`config.mk`:
```
export PLATFORM = sky130hd
export DESIGN_NAME = oven_cook_controller
export DESIGN_NICKNAME = d
export VERILOG_FILES = /design/src/rtl/oven_cook_controller.sv
export SDC_FILE = /design/constraint.sdc
export NUM_CORES = 1
export LEC_CHECK = 0
export BUFFER_PORTS_ARGS = -buffer_cell sky130_fd_sc_hd__buf_2
export CORE_MARGIN = 8
export CORE_UTILIZATION = 30
export CTS_CLUSTER_DIAMETER = 100
export DETAILED_ROUTE_END_ITERATION = 7
export GPL_TIMING_DRIVEN = 0
export PLACE_DENSITY_LB_ADDON = 0.25
export SETUP_SLACK_MARGIN = 0.4
export SKIP_LAST_GASP = 1
export SLEW_MARGIN = 15
export SYNTH_ARGS = -nofsm -noshare
export SYNTH_HDL_FRONTEND = slang
export SYNTH_SLANG_ARGS = --single-unit
```
`constraint.sdc`:
```
create_clock -name clk -period 5 [get_ports clk]
set_input_delay 0.25 -clock clk [delete_from_list [all_inputs] [get_ports clk]]
set_output_delay 0.25 -clock clk [all_outputs]
set_load 0.02 [all_outputs]
```
`src/rtl/oven_cook_controller.sv`:
```
// Oven cook sequencer: BCD time entry, start/pause/resume/cancel, and a
// one-second BCD countdown that ends in DONE.
module oven_cook_controller #(
    parameter int TICK_DIV = 50000000
) (
    input  logic       clk,
    input  logic       reset,
    input  logic [3:0] in,
    input  logic       pushButton,
    input  logic       onOff,
    output logic [3:0] minuteCountVal2,
    output logic [3:0] minuteCountVal1,
    output logic [3:0] secondCountVal2,
    output logic [3:0] secondCountVal1,
    output logic       heaterOn,
    output logic       done,
    output logic [1:0] state
);
    localparam int            PW         = (TICK_DIV > 1) ? $clog2(TICK_DIV) : 1;
    localparam logic [PW-1:0] TICK_LAST  = PW'(TICK_DIV - 1);
    localparam logic [PW-1:0] PRESC_ONE  = PW'(1);
    localparam logic [PW-1:0] PRESC_ZERO = '0;

    typedef enum logic [1:0] {
        S_IDLE  = 2'd0,
        S_COOK  = 2'd1,
        S_PAUSE = 2'd2,
        S_DONE  = 2'd3
    } state_t;

    state_t        r_state;
    state_t        w_state_nxt;
    logic          r_push_prev;
    logic          r_onoff_prev;
    logic [3:0]    r_m2, r_m1, r_s2, r_s1;
    logic [3:0]    w_m2_nxt, w_m1_nxt, w_s2_nxt, w_s1_nxt;
    logic [3:0]    w_dec_m2, w_dec_m1, w_dec_s2, w_dec_s1;
    logic [PW-1:0] r_presc;
    logic [PW-1:0] w_presc_nxt;
    logic          w_push_rise;
    logic          w_onoff_rise;
    logic          w_time_zero;
    logic          w_dec_zero;
    logic          w_tick;

    assign w_push_rise  = pushButton & ~r_push_prev;
    assign w_onoff_rise = onOff & ~r_onoff_prev;
    assign w_time_zero  = ({r_m2, r_m1, r_s2, r_s1} == 16'h0000);
    assign w_tick       = (r_presc == TICK_LAST);

    // BCD borrow chain; seconds refill to 59 even if S2 was entered above 5.
    always_comb begin
        w_dec_m2 = r_m2;
        w_dec_m1 = r_m1;
        w_dec_s2 = r_s2;
        w_dec_s1 = r_s1;
        if (r_s1 != 4'd0) begin
            w_dec_s1 = r_s1 - 4'd1;
        end else if (r_s2 != 4'd0) begin
            w_dec_s2 = r_s2 - 4'd1;
            w_dec_s1 = 4'd9;
        end else if (r_m1 != 4'd0) begin
            w_dec_m1 = r_m1 - 4'd1;
            w_dec_s2 = 4'd5;
            w_dec_s1 = 4'd9;
        end else if (r_m2 != 4'd0) begin
            w_dec_m2 = r_m2 - 4'd1;
            w_dec_m1 = 4'd9;
            w_dec_s2 = 4'd5;
            w_dec_s1 = 4'd9;
        end
    end

    assign w_dec_zero = ({w_dec_m2, w_dec_m1, w_dec_s2, w_dec_s1} == 16'h0000);

    always_comb begin
        w_state_nxt = r_state;
        w_m2_nxt    = r_m2;
        w_m1_nxt    = r_m1;
        w_s2_nxt    = r_s2;
        w_s1_nxt    = r_s1;
        w_presc_nxt = r_presc;
        case (r_state)
            S_IDLE: begin
                // onOff takes priority; a simultaneous pushButton rise is dropped.
                if (w_onoff_rise) begin
                    if (!w_time_zero) begin
                        w_state_nxt = S_COOK;
                        w_presc_nxt = PRESC_ZERO;
                    end
                end else if (w_push_rise && (in <= 4'd9)) begin
                    w_m2_nxt = r_m1;
                    w_m1_nxt = r_s2;
                    w_s2_nxt = r_s1;
                    w_s1_nxt = in;
                end
            end
            S_COOK: begin
                if (w_onoff_rise) begin
                    w_state_nxt = S_PAUSE;
                end else if (w_tick) begin
                    w_presc_nxt = PRESC_ZERO;
                    w_m2_nxt    = w_dec_m2;
                    w_m1_nxt    = w_dec_m1;
                    w_s2_nxt    = w_dec_s2;
                    w_s1_nxt    = w_dec_s1;
                    if (w_dec_zero) begin
                        w_state_nxt = S_DONE;
                    end
                end else begin
                    w_presc_nxt = r_presc + PRESC_ONE;
                end
            end
            S_PAUSE: begin
                if (w_onoff_rise) begin
                    w_state_nxt = S_COOK;
                    w_presc_nxt = PRESC_ZERO;
                end else if (w_push_rise) begin
                    w_state_nxt = S_IDLE;
                    w_m2_nxt    = 4'd0;
                    w_m1_nxt    = 4'd0;
                    w_s2_nxt    = 4'd0;
                    w_s1_nxt    = 4'd0;
                end
            end
            S_DONE: begin
                if (w_onoff_rise || w_push_rise) begin
                    w_state_nxt = S_IDLE;
                end
            end
            default: begin
                w_state_nxt = S_IDLE;
            end
        endcase
    end

    always_ff @(posedge clk) begin
        if (reset) begin
            r_state <= S_IDLE;
        end else begin
            r_state <= w_state_nxt;
        end
    end

    always_ff @(posedge clk) begin
        if (reset) begin
            r_push_prev  <= 1'b0;
            r_onoff_prev <= 1'b0;
            r_m2         <= 4'd0;
            r_m1         <= 4'd0;
            r_s2         <= 4'd0;
            r_s1         <= 4'd0;
            r_presc      <= PRESC_ZERO;
        end else begin
            r_push_prev  <= pushButton;
            r_onoff_prev <= onOff;
            r_m2         <= w_m2_nxt;
            r_m1         <= w_m1_nxt;
            r_s2         <= w_s2_nxt;
            r_s1         <= w_s1_nxt;
            r_presc      <= w_presc_nxt;
        end
    end

    assign minuteCountVal2 = r_m2;
    assign minuteCountVal1 = r_m1;
    assign secondCountVal2 = r_s2;
    assign secondCountVal1 = r_s1;
    assign heaterOn        = (r_state == S_COOK);
    assign done            = (r_state == S_DONE);
    assign state           = r_state;

endmodule

```
After elaboration in Yosys (flattened, before gate mapping) --
Cells that the tools add are included.
Operators by class: $add $sub $neg 5, $lt $le $gt $ge 1, eq/ne operators 17, muxes and demuxes 53, bitwise logic cells 4, reduce and logical (&&, ||, !) cells 13
Operators by type and width (count):
- $mux 4 | 34
- $mux 26 | 5
- $pmux 26 s3 | 1
- $pmux 4 s3 | 4
- $logic_not 16->1 | 2
- $add 26x1->26 const B | 1
- $eq 26x26->1 const B | 1
- $mux 2 | 8
- $ne 2x2->1 const B | 8
- $reduce_bool 4->1 | 4
- $sub 4x1->4 const B | 4
- $pmux 2 s4 | 1
- $reduce_and 7->1 | 1
- $ne 3x1->1 const B | 2
- $reduce_and 6->1 | 1
- $reduce_and 5->1 | 1
- $eq 2x2->1 const B | 2
- $le 4x4->1 const B | 1
- $ne 2x1->1 const B | 2
- $ne 3x3->1 const B | 1
- $reduce_bool 3->1 | 1
- $and 1x1->1 | 2
- $eq 2x1->1 const B | 1
- $logic_not 2->1 | 1
- other kinds (3) | 4
Storage, ports and cells: register bits after elaboration 46, output and inout port bits 20, logic and storage cells 101

Longest topological paths before layout --
Gate-level depths: netlist of run 1.
depth in word-level cells 10, gate-level depth with buffers 9, mapped depth without buffers 8

Worst setup path after synthesis of run 1 --
OpenSTA, ideal clock, no wires.
kind reg2reg, start register r_s2[0], in the netlist secondCountVal2[0], end register r_state[1], in the netlist state[1], arrival time 2.494 ns, slack 2.415 ns, cell stages (with the launch flop) 10, buffers on the path 1, period minus slack after synthesis 2.585 ns, cell sequence dfxtp_1 > inv_1 > ha_1 > or3b_1 > clkbuf_1 > a211oi_1 > a311oi_1 > nand4_1 > or4_1 > a311oi_1
On the way: word-level cells in the longest chain between the ends 7
RTL lines:
- start: declaration | RTL line 35 | logic [3:0] r_m2, r_m1, r_s2, r_s1;
- start signal: assignment | RTL line 159 | r_s2 <= w_s2_nxt;
- branches (longest 6 deep; another with $sub 4x1->4)
- $reduce_and 6->1 (no source line) (*)
- end signal: assignment | RTL line 141 | r_state <= w_state_nxt;
- end: declaration | RTL line 31 | state_t r_state;
Every way passes the cells marked *. A chain may end at the register's enable or synchronous reset.

Worst setup path after layout of run 1 --
start register r_m1[1], in the netlist minuteCountVal1[1], end register r_state[1], in the netlist state[1]
On the way: word-level cells in the longest chain between the ends 7
RTL lines:
- start: declaration | RTL line 35
- start signal: assignment | RTL line 158 | r_m1 <= w_m1_nxt;
- $sub 4x1->4, or another cell as far along | RTL line 63 | w_dec_m1 = r_m1 - 4'd1;
- $mux 4 | RTL line 62 | end else if (r_m1 != 4'd0) begin
- $mux 4 | RTL line 59 | end else if (r_s2 != 4'd0) begin
- $mux 4 | RTL line 57 | if (r_s1 != 4'd0) begin
- $logic_not 16->1 | RTL line 74 | assign w_dec_zero = ({w_dec_m2, w_dec_m1, w_dec_s2, w_dec_s1} == 16'h0000);
- $ne 3x1->1 (no source line)
- $reduce_and 6->1 (no source line) (*)
Mark *: on every way between the ends. The rest lies on a longest branch, timed or not.

==> results of run 1 <==
## cell families after synthesis
family | count (synthesis) | share of synthesized area [%]
muxes | 6 | 2.13
buffers and inverters | 39 | 5.84
DFF | 46 | 31.4
AOI/OAI and AO/OA | 76 | 17.3
xor gates and xnor gates | 22 | 6.56
adders and majority gates | 10 | 4.26
and+or+nand+nor | 170 | 32.5
## registers in the layout, indices dropped and copies added (netlist names)
name,count
r_presc,26
minuteCountVal1,4
minuteCountVal2,4
secondCountVal1,4
secondCountVal2,4
state,2
r_onoff_prev,1
r_push_prev,1
## power groups by stage
| stage | combinational (mW) | sequential [mW] | clock (mW) |
|---|---|---|---|
| floorplan | 1.07 | 0.604 | 0 |
| global placement | 1.54 | 0.549 | 0 |
| CTS | 1.55 | 0.541 | 0.266 |
| finish | 1.57 | 0.542 | 0.256 |
| global route | 1.72 | 0.556 | 0.280 |
| detailed placement | 1.54 | 0.551 | 0 |
## path summary, 6_finish.rpt
kind | from | end
worst max-delay path | minuteCountVal1[1]$_SDFFE_PP0P_ | state[1]$_SDFFE_PP0P_
worst min-delay path | pushButton | r_push_prev$_SDFF_PP0_
worst max register to register | minuteCountVal1[1]$_SDFFE_PP0P_ | state[1]$_SDFFE_PP0P_
worst min register to register | r_presc[1]$_SDFFE_PP0P_ | r_presc[1]$_SDFFE_PP0P_
## through the flow
stage | total power [mW] | area, sq um | hold slack (ns)
after floorplan | 1.67 | 2940 | 0.378
after global placement | 2.08 | 3240 | 0.483
after detailed placement | 2.09 | 3240 | 0.494
after CTS | 2.36 | 3330 | 0.165
after global routing | 2.56 | 3330 | 0.165
final | 2.37 | 3330 | 0.171
## routing by layer
metal / vias up / global-route usage [%] / wire length, um
met5: - / 0 / 0
met4: 0 / 3.94 / 89
met3: 6 / 2.47 / 465
met2: 74 / 20.5 / 3770
met1: 1372 / 18.8 / 4170
li1: 1418 / - / -
## placed cells by master (no fill, tap or decap), types with 5 or more instances in the layout
| master | instances |
|---|---|
| sky130_fd_sc_hd__a211oi_1 | 14 |
| sky130_fd_sc_hd__a21oi_1 | 13 |
| sky130_fd_sc_hd__and3_1 | 5 |
| sky130_fd_sc_hd__buf_2 | 29 |
| sky130_fd_sc_hd__clkbuf_1 | 13 |
| sky130_fd_sc_hd__clkbuf_8 | 5 |
| sky130_fd_sc_hd__dfxtp_1 | 46 |
| sky130_fd_sc_hd__ha_1 | 10 |
| sky130_fd_sc_hd__inv_1 | 20 |
| sky130_fd_sc_hd__nand2_1 | 17 |
| sky130_fd_sc_hd__nand3_1 | 16 |
| sky130_fd_sc_hd__nand4_1 | 11 |
| sky130_fd_sc_hd__nor2_1 | 48 |
| sky130_fd_sc_hd__nor2b_1 | 10 |
| sky130_fd_sc_hd__nor3_1 | 14 |
| sky130_fd_sc_hd__nor4_1 | 8 |
| sky130_fd_sc_hd__o21ai_0 | 11 |
| sky130_fd_sc_hd__o22ai_1 | 14 |
| sky130_fd_sc_hd__or3_1 | 10 |
| sky130_fd_sc_hd__xnor2_1 | 14 |
| sky130_fd_sc_hd__xor2_1 | 8 |
## critical path, delay by kind of cell (launching register included)
family | cells | cell delay [ns]
simple gates | 3 | 1.24
fa+ha+maj | 1 | 0.31
compound gates | 3 | 0.84
buf+inv | 1 | 0.17
flops | 1 | 0.39
## layout make-up
class	count	area [sq um]	share of cell area, %
Multi-Input combinational cell	284	1840	55.3
Clock inverter	3	26.3	0.789
Tap cell	133	166	4.99
Clock buffer	5	68.8	2.07
Timing Repair Buffer	27	135	4.06
Inverter	21	78.8	2.37
Sequential cell	46	921	27.6
Buffer	18	92.6	2.78
==> flow_results.org, run 1 <==
** Die
- For this configuration, the core starts out at a cell density of 30.5%.
- Boundary Pins :: 28
- Core box area :: between 9000 and 10000 sq um
- Floorplan die height :: ~110 um
- Cell row count :: 36
- Overall die width :: between 100 and 150 um
- Full die area :: 13200 sq um

** Synthesis
- Number of enable flip-flop cells after synthesis :: 0
- Counting flops with an async set or reset pin after synthesis yields a share of 0%.
- Ys flop type :: sky130_fd_sc_hd__dfxtp_1
- Counting flops and latches in the post-synthesis netlist gives between 40 and 50.
- Synthesized cell area :: slightly below 3000 sq um
- Counting instances in the post-synthesis netlist gives the leading cell types as 48 x sky130_fd_sc_hd__nor2_1, 46 x sky130_fd_sc_hd__dfxtp_1, 20 x sky130_fd_sc_hd__inv_1, 17 x sky130_fd_sc_hd__nand2_1, 16 x sky130_fd_sc_hd__nand3_1.
- In the synthesized netlist, the number of instances is about 370.
- Top cell type by total area after synthesis :: sky130_fd_sc_hd__dfxtp_1
- Largest cells by area after synthesis :: sky130_fd_sc_hd__dfxtp_1 31%, sky130_fd_sc_hd__nor2_1 6.1%, sky130_fd_sc_hd__ha_1 4.3%, sky130_fd_sc_hd__xnor2_1 4.2%, sky130_fd_sc_hd__a211oi_1 3.6%
- For this run, the number of Yosys warnings is 0.
- Sequential cells were found to cover 31.4% of the synthesized design area.
- The number of nets handed over by synthesis was approximately 390.
- Fraction of synthesized cell area taken by the top area cell type :: a little under a third
- In this run the mean area of a mapped cell was between 7 and 8 sq um.
- Yosys mapped the design onto 56 distinct sky130hd cell types.
- Most repeated cell in the gate-level netlist after synthesis :: sky130_fd_sc_hd__nor2_1

** Power and ir drop
- Sequential power share :: 22.9%
- The worst-case IR drop observed on VDD is 300 uV.
- In this run the power density over the cells is 712 nW/um^2.
- In this run the static leakage power is between 1 and 1.5 nW.
- Net switching is a little over half of the power.
- NetSw :: around 1.2 mW
- Int Pwr :: approximately 1.1 mW
- Combinational cells account for between 60% and 70% of the total power.
- Part of the total power dissipated in the clock network :: a little over a tenth

** Route
- Drt wl/cell :: 15.8 um
- DRC violations left :: 0
- Before antenna repair, the detailed router went through 4 iterations.
- For this block, the routed nets add up to 8490 um of wire.
- Detailed Route Iter0 Violations :: ~160
- Via count normalized by instance count :: 5.34
- Routed vias :: about 2900
- In this run the remaining antenna-violating nets after routing total 0.

** Place
- Timing analysis after detailed placement gives a worst setup slack of just over 2 ns.
- Port buffering added 27 buffers.
- Global placer's final weighted congestion :: between 0.8 and 0.9
- Half-perimeter wire length after placement :: between 6000 and 7000 um
- Number of placed instances, taps included :: about 530

** GRT
- First-pass GRT wire length :: 14400 um
- Total track usage :: roughly 13%
- The number of global-route vias before repair is around 2800.
- Antenna violations before repair :: 0
- Pin count of the biggest net entering global routing :: 18
- Global routing finished with a remaining overflow of 0.

** Setup path
- Delay contributed by the slowest stage of the critical path :: roughly 0.58 ns
- STA puts the critical path data arrival time at between 3 and 4 ns.
- For the worst flop-to-flop path, the logic depth is 8.
- STA classifies the critical path endpoint as a register.
- Largest fanout of any net on the critical path :: 8
- The setup check on the worst reg-to-reg path leaves a slack of a little under 2 ns.
- By instance count, the cell type seen most on the critical path is sky130_fd_sc_hd__a311oi_1.
- STA classifies the critical path startpoint as a register.
- The worst setup path is of the register to register kind.
- At the worst endpoint, the required time is approximately 5.2 ns.
- The signal on the critical path passes through inv_1, ha_1, nor3b_4, a211oi_1, a311oi_1, nand4_1, or4_1, a311oi_1.
- Slowest cell on the critical path :: sky130_fd_sc_hd__or4_1

** Worst hold path
- Type of the tightest min-delay check :: input pin to register
- Worst hold stages :: 2

** STA
- Clock skew on the completed layout was measured at a little under 0.02 ns.
- Post-route worst setup slack :: between 1.5 and 2 ns
- In the finished design, the share of the clock period the worst path needs comes to about three fifths.
- Fin crit period :: 3.05 ns
- For the pin with the worst max-slew slack, the measured transition is roughly 1.1 ns.
- Final hold violation count :: 0
- F_max :: around 330 MHz
- The count of final max-slew check failures was 0.
- Headroom to the max-slew limit came out at 23.8%.
- Setup_tns :: 0 ns
- Setup violations remaining at the end of the flow were counted as 0.
- Unrepaired setup endpoints after global routing :: false

** Status
- The flow ran to the end, and the final reports show no timing, DRC or antenna violations.

** Flow run
- The tool flagged a number of max-cap violations equal to 0.

** Layout
- Post-Route Utilization :: 34.6%
- The area growth from synthesis to layout is 13.5%.
- The number of antenna diodes in the final layout is 0.
- Net count, final :: roughly 420
- Fraction of final layout cells with drive strength greater than 1 :: approximately 12%
- Final instance count without filler cells :: 537
- Total of fill cells in the finished design :: 1061

** Clocking
- TritonCTS clock tree :: yes
- Master cell of the clock root buffer :: sky130_fd_sc_hd__clkbuf_8
- Clock tree sinks :: 46
- The number of setup buffers added after CTS is 0.
- After clock tree synthesis, the clock-pin slew on the worst setup and hold paths is approximately 0.10 ns.
- After clock tree synthesis, the flow added hold-fix buffers numbering 0.
- The clock passes through at most 2 buffers.
- Clock insertion delay at the later pin of the skew report :: 0.32 ns
- The clock tree synthesis step divided the H-tree into 2 levels.
- Buffers inserted during clock tree synthesis total 5.
- CTS resizes :: 0
No activity file was read; power rests on OpenSTA's default activity.
==> run 2: changes to the inputs <==
clock period = 2.4 ns   (was 5 ns; I/O delays follow)
==> run 2 against run 1 <==
Cell area up 42%. Flip-flop and latch count unchanged. Critical path depth up 1. Clock power up 140%. First-iteration DRC count up 23%. Total power rose to 3.2 times the previous value. Worst hold slack worse by 0.13 ns. Final cell count up 9.1%. The flow now finishes with violations (negative setup slack). Register-to-register slack worse by 2.0 ns. Clock skew down 0.0097 ns. Setup slack worse by 2.0 ns. Combinational power rose to 3.6 times the previous value.
==> flow_results.org, run 2 (synthesis gave the netlist of run 1 again) <==
** STA
- At the pin with the least slew margin, the transition time is around 0.66 ns.
- Timing would allow up to about 410 MHz.
- Post-route worst setup slack :: -0.0388 ns
- Final Max Tran Viols :: 0
- Unrepaired setup endpoints after global routing :: true
- In the final timing run, aggregate negative setup slack is -0.0632 ns.
- The worst path uses 102% of the clock period.
- For the finished layout, the period the worst path requires is about 2.4 ns.
- Clk_skew :: 0.00991 ns
- Final hold violation count :: 0
- Slew Limit Headroom :: between 50% and 60%
- Count of final setup violators :: 2

** Setup path
- CP Buf/Inv Count :: 2
- Startpoint types :: register
- Worst reg2reg setup slack :: -0.04 ns
- The signal on the critical path passes through inv_4, ha_4, nor3b_4, buf_6, a21oi_1, a31oi_2, nand4_1, or4_1, a311oi_1.
- In this run the critical register-to-register path is launched from secondCountVal1[1]$_SDFFE_PP0P_.
- The worst setup path is captured at a register.
- In this run the worst path has a maximum fanout of 10.
- Slowest cell on the critical path :: sky130_fd_sc_hd__or4_1
- The largest single stage delay on the critical path is approximately 0.54 ns.
- Crit path required time :: 2.61 ns
- In this run the critical register-to-register path is captured at state[1]$_SDFFE_PP0P_.
- The number of cells on the worst reg-to-reg path is 9.
- Crit. Startpoint :: secondCountVal1[1]$_SDFFE_PP0P_
- CP Class :: register to register
- On the critical path the largest part of the delay comes from simple AND/OR/NAND/NOR gates.
- For the worst setup path, the data arrival time is approximately 2.7 ns.
- The critical path crosses 9 cells after its start point.

** Layout
- Area added between synthesis and finish :: 61.7%
- Counting flops per register, the top entry is r_presc.
- The sequential cells in the finished layout cover a total of between 900 and 1000 sq um.
- Net count, final :: between 400 and 500
- The post-route netlist has about half of its cells at a drive strength greater than 1.
- Number of flip-flops in the largest register :: 26
- For this run, the share of the core covered by cells in the final layout is about half.
- Count of antenna diodes in the layout :: 0
- Footprint of the multi-input gates :: between 2000 and 3000 sq um
- Total of fill cells in the finished design :: 883
- Commonest cells after routing, fill and taps aside :: 34 x sky130_fd_sc_hd__buf_4, 28 x sky130_fd_sc_hd__nor2_1, 28 x sky130_fd_sc_hd__buf_2, 23 x sky130_fd_sc_hd__dfxtp_1, 18 x sky130_fd_sc_hd__nor2_4
- Leading cell type in the layout, fill and taps excluded :: sky130_fd_sc_hd__buf_4

** Power and ir drop
- Leakage :: about 1.8 nW
- Switching Share :: 46.4%
- VDD sags by at most between 900 and 1000 uV.
- Sequential power share :: between 15 and 20%
- The design draws about 7.5 mW.
- Int Pwr :: around 4.0 mW
- NetSw :: 3.48 mW
- For this design the ratio of total power to cell area is 1580 nW/um^2.
- Gate power share :: 76.0%
- The clock network burns 8.2% of the power.

** Route
- The routed design uses slightly below 5000 um of met2 wire.
- Routed signal wires occupy layers up through met4.
- For this run, the detailed router's first-pass iteration total came to 4.
- Antenna-violating nets left :: 0
- For this block, wires on met1 add up to 4800 um.
- Summing over every cut layer, the via total after detailed routing is between 3000 and 4000.
- After detailed routing, the number of remaining DRC violations is 0.
- Drt wl/cell :: roughly 18 um
- Detailed Route Iter0 Violations :: 194
- For this block, the routed nets add up to roughly 10000 um of wire.
- Summed over all nets, wire length on met3 after detailed routing comes to 564 um.
- After detailed routing, the number of vias per cell comes to 5.42.

** Clocking
- Clock insertion delay at the later pin of the skew report :: approximately 0.31 ns
- Master cell of the clock root buffer :: sky130_fd_sc_hd__clkbuf_8
- The clock tree synthesis step divided the H-tree into 2 levels.
- Total CTS buffers :: 5
- Hold repair after CTS inserted 0 buffers.
- Clock slew at reported path FFs :: roughly 0.10 ns
- TritonCTS clock tree :: yes
- Longest Clk Path Bufs :: 2
- Counting every sink on the clock net gives 46.

** Flow run
- Max-cap violations in this run came to 0.

** Die
- Floorplan die height :: 115 um
- Boundary Pins :: 28
- For this configuration, the core starts out at a cell density of a little under a third.
- From left edge to right edge, the die measures approximately 110 um.
- Cell row count :: 36
- The die covers ~13000 sq um.
- The total area inside the core boundary comes to between 9000 and 10000 sq um.

** GRT
- The number of global-route vias before repair is approximately 3000.
- For this run the aggregate overflow at the end of global routing stands at 0.
- In the global route stage, overall resource usage came out at approximately 14%.
- The first global-routing pass estimated between 15000 and 20000 um of wire.
- Pin count of the biggest net entering global routing :: 16
- The number of antenna violations at the first check in global routing came to 0.

** Place
- Half-perimeter wire length after placement :: roughly 6300 um
- Routability-driven placement finished with a final weighted congestion of 0.897.
- Input and output buffers added on the ports amount to 27.

** Status
- The final reports fail on negative setup slack.
- The flow ran to the end, but the final reports show violations.

** Worst hold path
- The path with the worst hold slack has its endpoint at r_push_prev$_SDFF_PP0_.
- In this run the most critical hold path is launched from pushButton.
- Along the worst hold path, the cell count comes to 2.
- Type of the tightest min-delay check :: input pin to register
==> run 2: cell count changes in the layout (fill, tap and decap cells not counted), sizes merged <==
| cell | before | now |
|---|---|---|
| clkinv | 0 | 2 |
| buf | 32 | 84 |
| clkbuf | 18 | 15 |
| bufinv | 0 | 1 |
| inv | 24 | 21 |
==> run 2: stage by stage <==
step | hold WS (ns) | setup slack, ns | instance area, sq um | instances
final | 0.0381 | -0.0388 | 4750 | 586
after global placement | 0.349 | -0.286 | 3450 | 529
after detailed placement | 0.354 | -0.261 | 3450 | 529
after floorplan | 0.248 | 0.116 | 3140 | 369
after global routing | 0.0320 | -0.139 | 4750 | 586
after CTS | 0.0374 | 0.0119 | 4020 | 568
==> run 2: worst max path at each step <==
stage | to | slack [ns]
5_1_grt | state[1]$_SDFFE_PP0P_ | -0.14
6_report | state[1]$_SDFFE_PP0P_ | -0.04
3_5_place_dp | state[1]$_SDFFE_PP0P_ | -0.26
2_1_floorplan | state[1]$_SDFFE_PP0P_ | 0.12
3_3_place_gp | state[1]$_SDFFE_PP0P_ | -0.29
4_1_cts | state[1]$_SDFFE_PP0P_ | 0.01
==> run 2: routing by layer <==
layer / GRT usage (%) / up-vias
li1: - / 1523
met1: 19.5 / 1570
met2: 21.6 / 72
met3: 3.36 / 9
met4: 4.03 / 0
met5: 0 / -
==> run 2: power by group through the flow <==
stage	clock network [mW]	logic (mW)	registers, mW
2_1_floorplan	0	2.57	1.34
3_3_place_gp	0	3.56	1.22
5_1_grt	0.655	6.04	1.21
6_report	0.617	5.70	1.18
3_5_place_dp	0	3.55	1.23
4_1_cts	0.626	4.54	1.18
==> run 2: area by class of cell <==
class | instances | area share (%)
flip-flops and latches | 46 | 20.6
clock inverters | 3 | 0.923
multi-input cells | 284 | 54.5
repair buffers | 76 | 13.0
clock buffers | 5 | 1.45
plain buffers | 18 | 3.93
inverters | 21 | 2.08
well taps | 133 | 3.51
==> run 2: repair_timing <==
item,4_1_cts,5_1_grt
cloned,3,4
setup buffers,28,14
setup endpoints to repair,43,44
gates resized for setup,59,124
pin swaps,20,63
==> run 3: changes to the inputs <==
GPL_TIMING_DRIVEN = unset   (was 0)
==> run 3 against run 2 <==
The run now ends clean. Sequential power barely moved. Count of clock-buffer cells in the layout is the same. Non-clock buffer count is 19 higher. Critical endpoint unchanged.
==> flow_results.org, run 3 (synthesis gave the netlist of run 1 again) <==
** Layout
- In the final layout, the share of cells above drive strength 1 is between 40% and 50%.
- For this run, the number of standard cells in the final layout without fillers is slightly above 600.
- Relative to the synthesized area, the layout overhead comes to 57.9%.
- Largest register by flop count :: r_presc
- Number of flip-flops in the largest register :: 26
- Commonest cells after routing, fill and taps aside :: 71 x sky130_fd_sc_hd__buf_4, 46 x sky130_fd_sc_hd__nor2_1, 34 x sky130_fd_sc_hd__dfxtp_1, 27 x sky130_fd_sc_hd__buf_2, 14 x sky130_fd_sc_hd__nand2_1
- Leaving out fill and tap cells, the most frequent cell in the layout is sky130_fd_sc_hd__buf_4.
- Once layout is complete, the utilization of the core stands at around 48%.
- Net count, final :: a little under 500
- The number of antenna diodes in the final layout is 0.

** Setup path
- The worst setup path is launched from a register.
- Crit path required time :: 2.61 ns
- The worst setup path is captured at a register.
- For the worst setup path, the data arrival time is 2.53 ns.
- In this design, the stage delay of the slowest critical-path cell is ~0.54 ns.
- Along the worst path, the maximum fanout reaches 4.
- Slowest cell on the critical path :: sky130_fd_sc_hd__or4_1
- Chain of cells forming the critical path :: inv_2, ha_4, or3b_4, a31oi_4, a2bb2oi_2, nand4_1, or4_1, a311oi_1
- The critical path is of the register to register type.

** Status
- The flow ran to the end, and the final reports show no timing, DRC or antenna violations.

** Die
- In this run the core area contains 36 standard-cell rows.
- Boundary Pins :: 28
- The floorplan step defined a die boundary enclosing about 13000 sq um.
- In this run the standard cell core region covers 9640 sq um.
- Initial core utilization :: a little under a third
- Floorplan die height :: about 110 um
- Measured along the x axis, the die boundary spans 115 um.

** Place
- The number of placed instances, taps included, is ~570.
- Number of input and output port buffers inserted :: 27
- Routability-driven placement finished with a final weighted congestion of between 0.8 and 0.9.
- Worst slack at placement :: -0.0806 ns
- Detailed placement finished with a half-perimeter wire length of 6260 um.

** Clocking
- After clock tree synthesis, the flow added hold-fix buffers numbering 0.
- Total CTS buffers :: 5
- The H-tree was split into 2 levels.
- Clock insertion delay at the later pin of the skew report :: between 0.3 and 0.4 ns
- Clock tree synthesis found a total of 46 sinks.
- The longest clock path from root to sink contains 2 buffers.
- The cell sitting at the root of the clock tree is a sky130_fd_sc_hd__clkbuf_8.
- After clock tree synthesis, the clock-pin slew on the worst setup and hold paths is roughly 0.10 ns.
- TritonCTS built the clock tree.

** STA
- Fin crit period :: around 2.3 ns
- The clock arrives with 0.0178 ns of skew.
- Of the available clock period, the critical path in the final layout requires a little over nine tenths.
- Setup violations remaining at the end of the flow were counted as 0.
- Final hold violation count :: 0
- Setup_tns :: 0 ns
- Slew Limit Headroom :: between 50% and 60%
- At the pin with the least slew margin, the transition time is 0.617 ns.
- The count of final max-slew check failures was 0.
- F_max :: around 430 MHz
- Setup slack on the critical path of the routed design comes to between 0.08 and 0.09 ns.
- Unrepaired setup endpoints after global routing :: true

** Route
- Total detailed-routing wirelength :: about 9800 um
- After detailed routing, the average wire length per cell comes to ~16 um.
- Once detail routing completed, the nets flagged for antenna violations numbered 0.
- Pre-Repair DR Iteration Count :: 4
- Detailed Route Iter0 Violations :: between 200 and 300
- Via count normalized by instance count :: between 5 and 6
- DRC violations left :: 0
- The routed layout has roughly 3200 vias.

** GRT
- The number of global-route vias before repair is 3021.
- Global routing used between 10% and 20% of the available tracks.
- Entering global routing, the biggest net connects 31 pins.
- First-pass GRT wire length :: between 10000 and 15000 um
- Antenna violations before repair :: 0
- Global routing finished with a remaining overflow of 0.

** Power and ir drop
- Part of the total power dissipated in the clock network :: roughly 7.0%
- Summed over all nets, the switching power comes to ~3.3 mW.
- IR analysis of the VDD net gives a maximum drop of between 1000 and 1500 uV.
- Power spread over the standard cell area amounts to roughly 1600 nW/um^2.
- Int Pwr :: 4.05 mW
- Sequential power share :: 15.9%
- Leakage :: ~1.9 nW
- Per report_power, the combinational group accounts for slightly below 80% of the total.
- Switching Share :: 44.9%

** Worst hold path
- The path class of the tightest hold or removal check is input pin to register.

** Flow run
- Reported max-cap violation count :: 0
-- run 3: layout make-up --
class,instances,area [sq um]
Clock buffer,5,68.8
Clock inverter,3,23.8
Fill cell,915,5000
Inverter,21,91.3
Multi-Input combinational cell,287,2420
Sequential cell,46,956
Tap cell,133,166
Timing Repair Buffer,113,913
-- run 3: path summary, 6_finish.rpt --
| path | from | endpoint | slack, ns | cells after the start |
|---|---|---|---|---|
| hold reg to reg | minuteCountVal1[0]$_SDFFE_PP0P_ | minuteCountVal1[0]$_SDFFE_PP0P_ | 0.52 | 2 |
| hold / removal | pushButton | r_push_prev$_SDFF_PP0_ | 0.04 | 2 |
| setup reg to reg | minuteCountVal2[1]$_SDFFE_PP0P_ | state[1]$_SDFFE_PP0P_ | 0.08 | 8 |
| setup / recovery | minuteCountVal2[1]$_SDFFE_PP0P_ | state[1]$_SDFFE_PP0P_ | 0.08 | 8 |
-- run 3: timing repair --
| item | 4_1_cts | 5_1_grt |
|---|---|---|
| setup buffers | 17 | 10 |
| cloned | 3 | 3 |
| pin swaps | 36 | 28 |
| hold endpoints to repair | 0 | 0 |
| setup endpoints to repair | 39 | 44 |
| resized for setup | 44 | 49 |
-- run 3: power by group through the flow --
stage | combinational, mW | clock, mW | sequential, mW
2_1_floorplan | 2.57 | 0 | 1.34
6_report | 5.66 | 0.517 | 1.17
3_3_place_gp | 3.97 | 0 | 1.14
3_5_place_dp | 3.96 | 0 | 1.15
5_1_grt | 6.06 | 0.573 | 1.19
4_1_cts | 4.86 | 0.533 | 1.16
-- run 3: through the flow --
stage / power, mW / instance area (sq um) / hold slack, ns
after floorplan: 3.92 / 3140 / 0.248
after global placement: 5.11 / 3760 / 0.351
after detailed placement: 5.10 / 3760 / 0.353
after CTS: 6.55 / 4260 / 0.0332
after global routing: 7.83 / 4640 / 0.0399
final: 7.35 / 4640 / 0.0357
-- run 3: per-layer routing --
metal / track usage, % / up-vias / wire (um)
li1: - / 1574 / -
met1: 19.3 / 1520 / 4620
met2: 20.7 / 118 / 4400
met3: 3.26 / 11 / 621
met4: 5.34 / 0 / 163
met5: 0 / - / 0
-- run 3: worst max-delay path, delay by kind of cell, from the launching register on --
family | cells | cell delay (ns)
simple gates | 3 | 1.07
compound gates | 3 | 0.60
fa+ha+maj | 1 | 0.15
buf+inv | 1 | 0.07
flops | 1 | 0.34
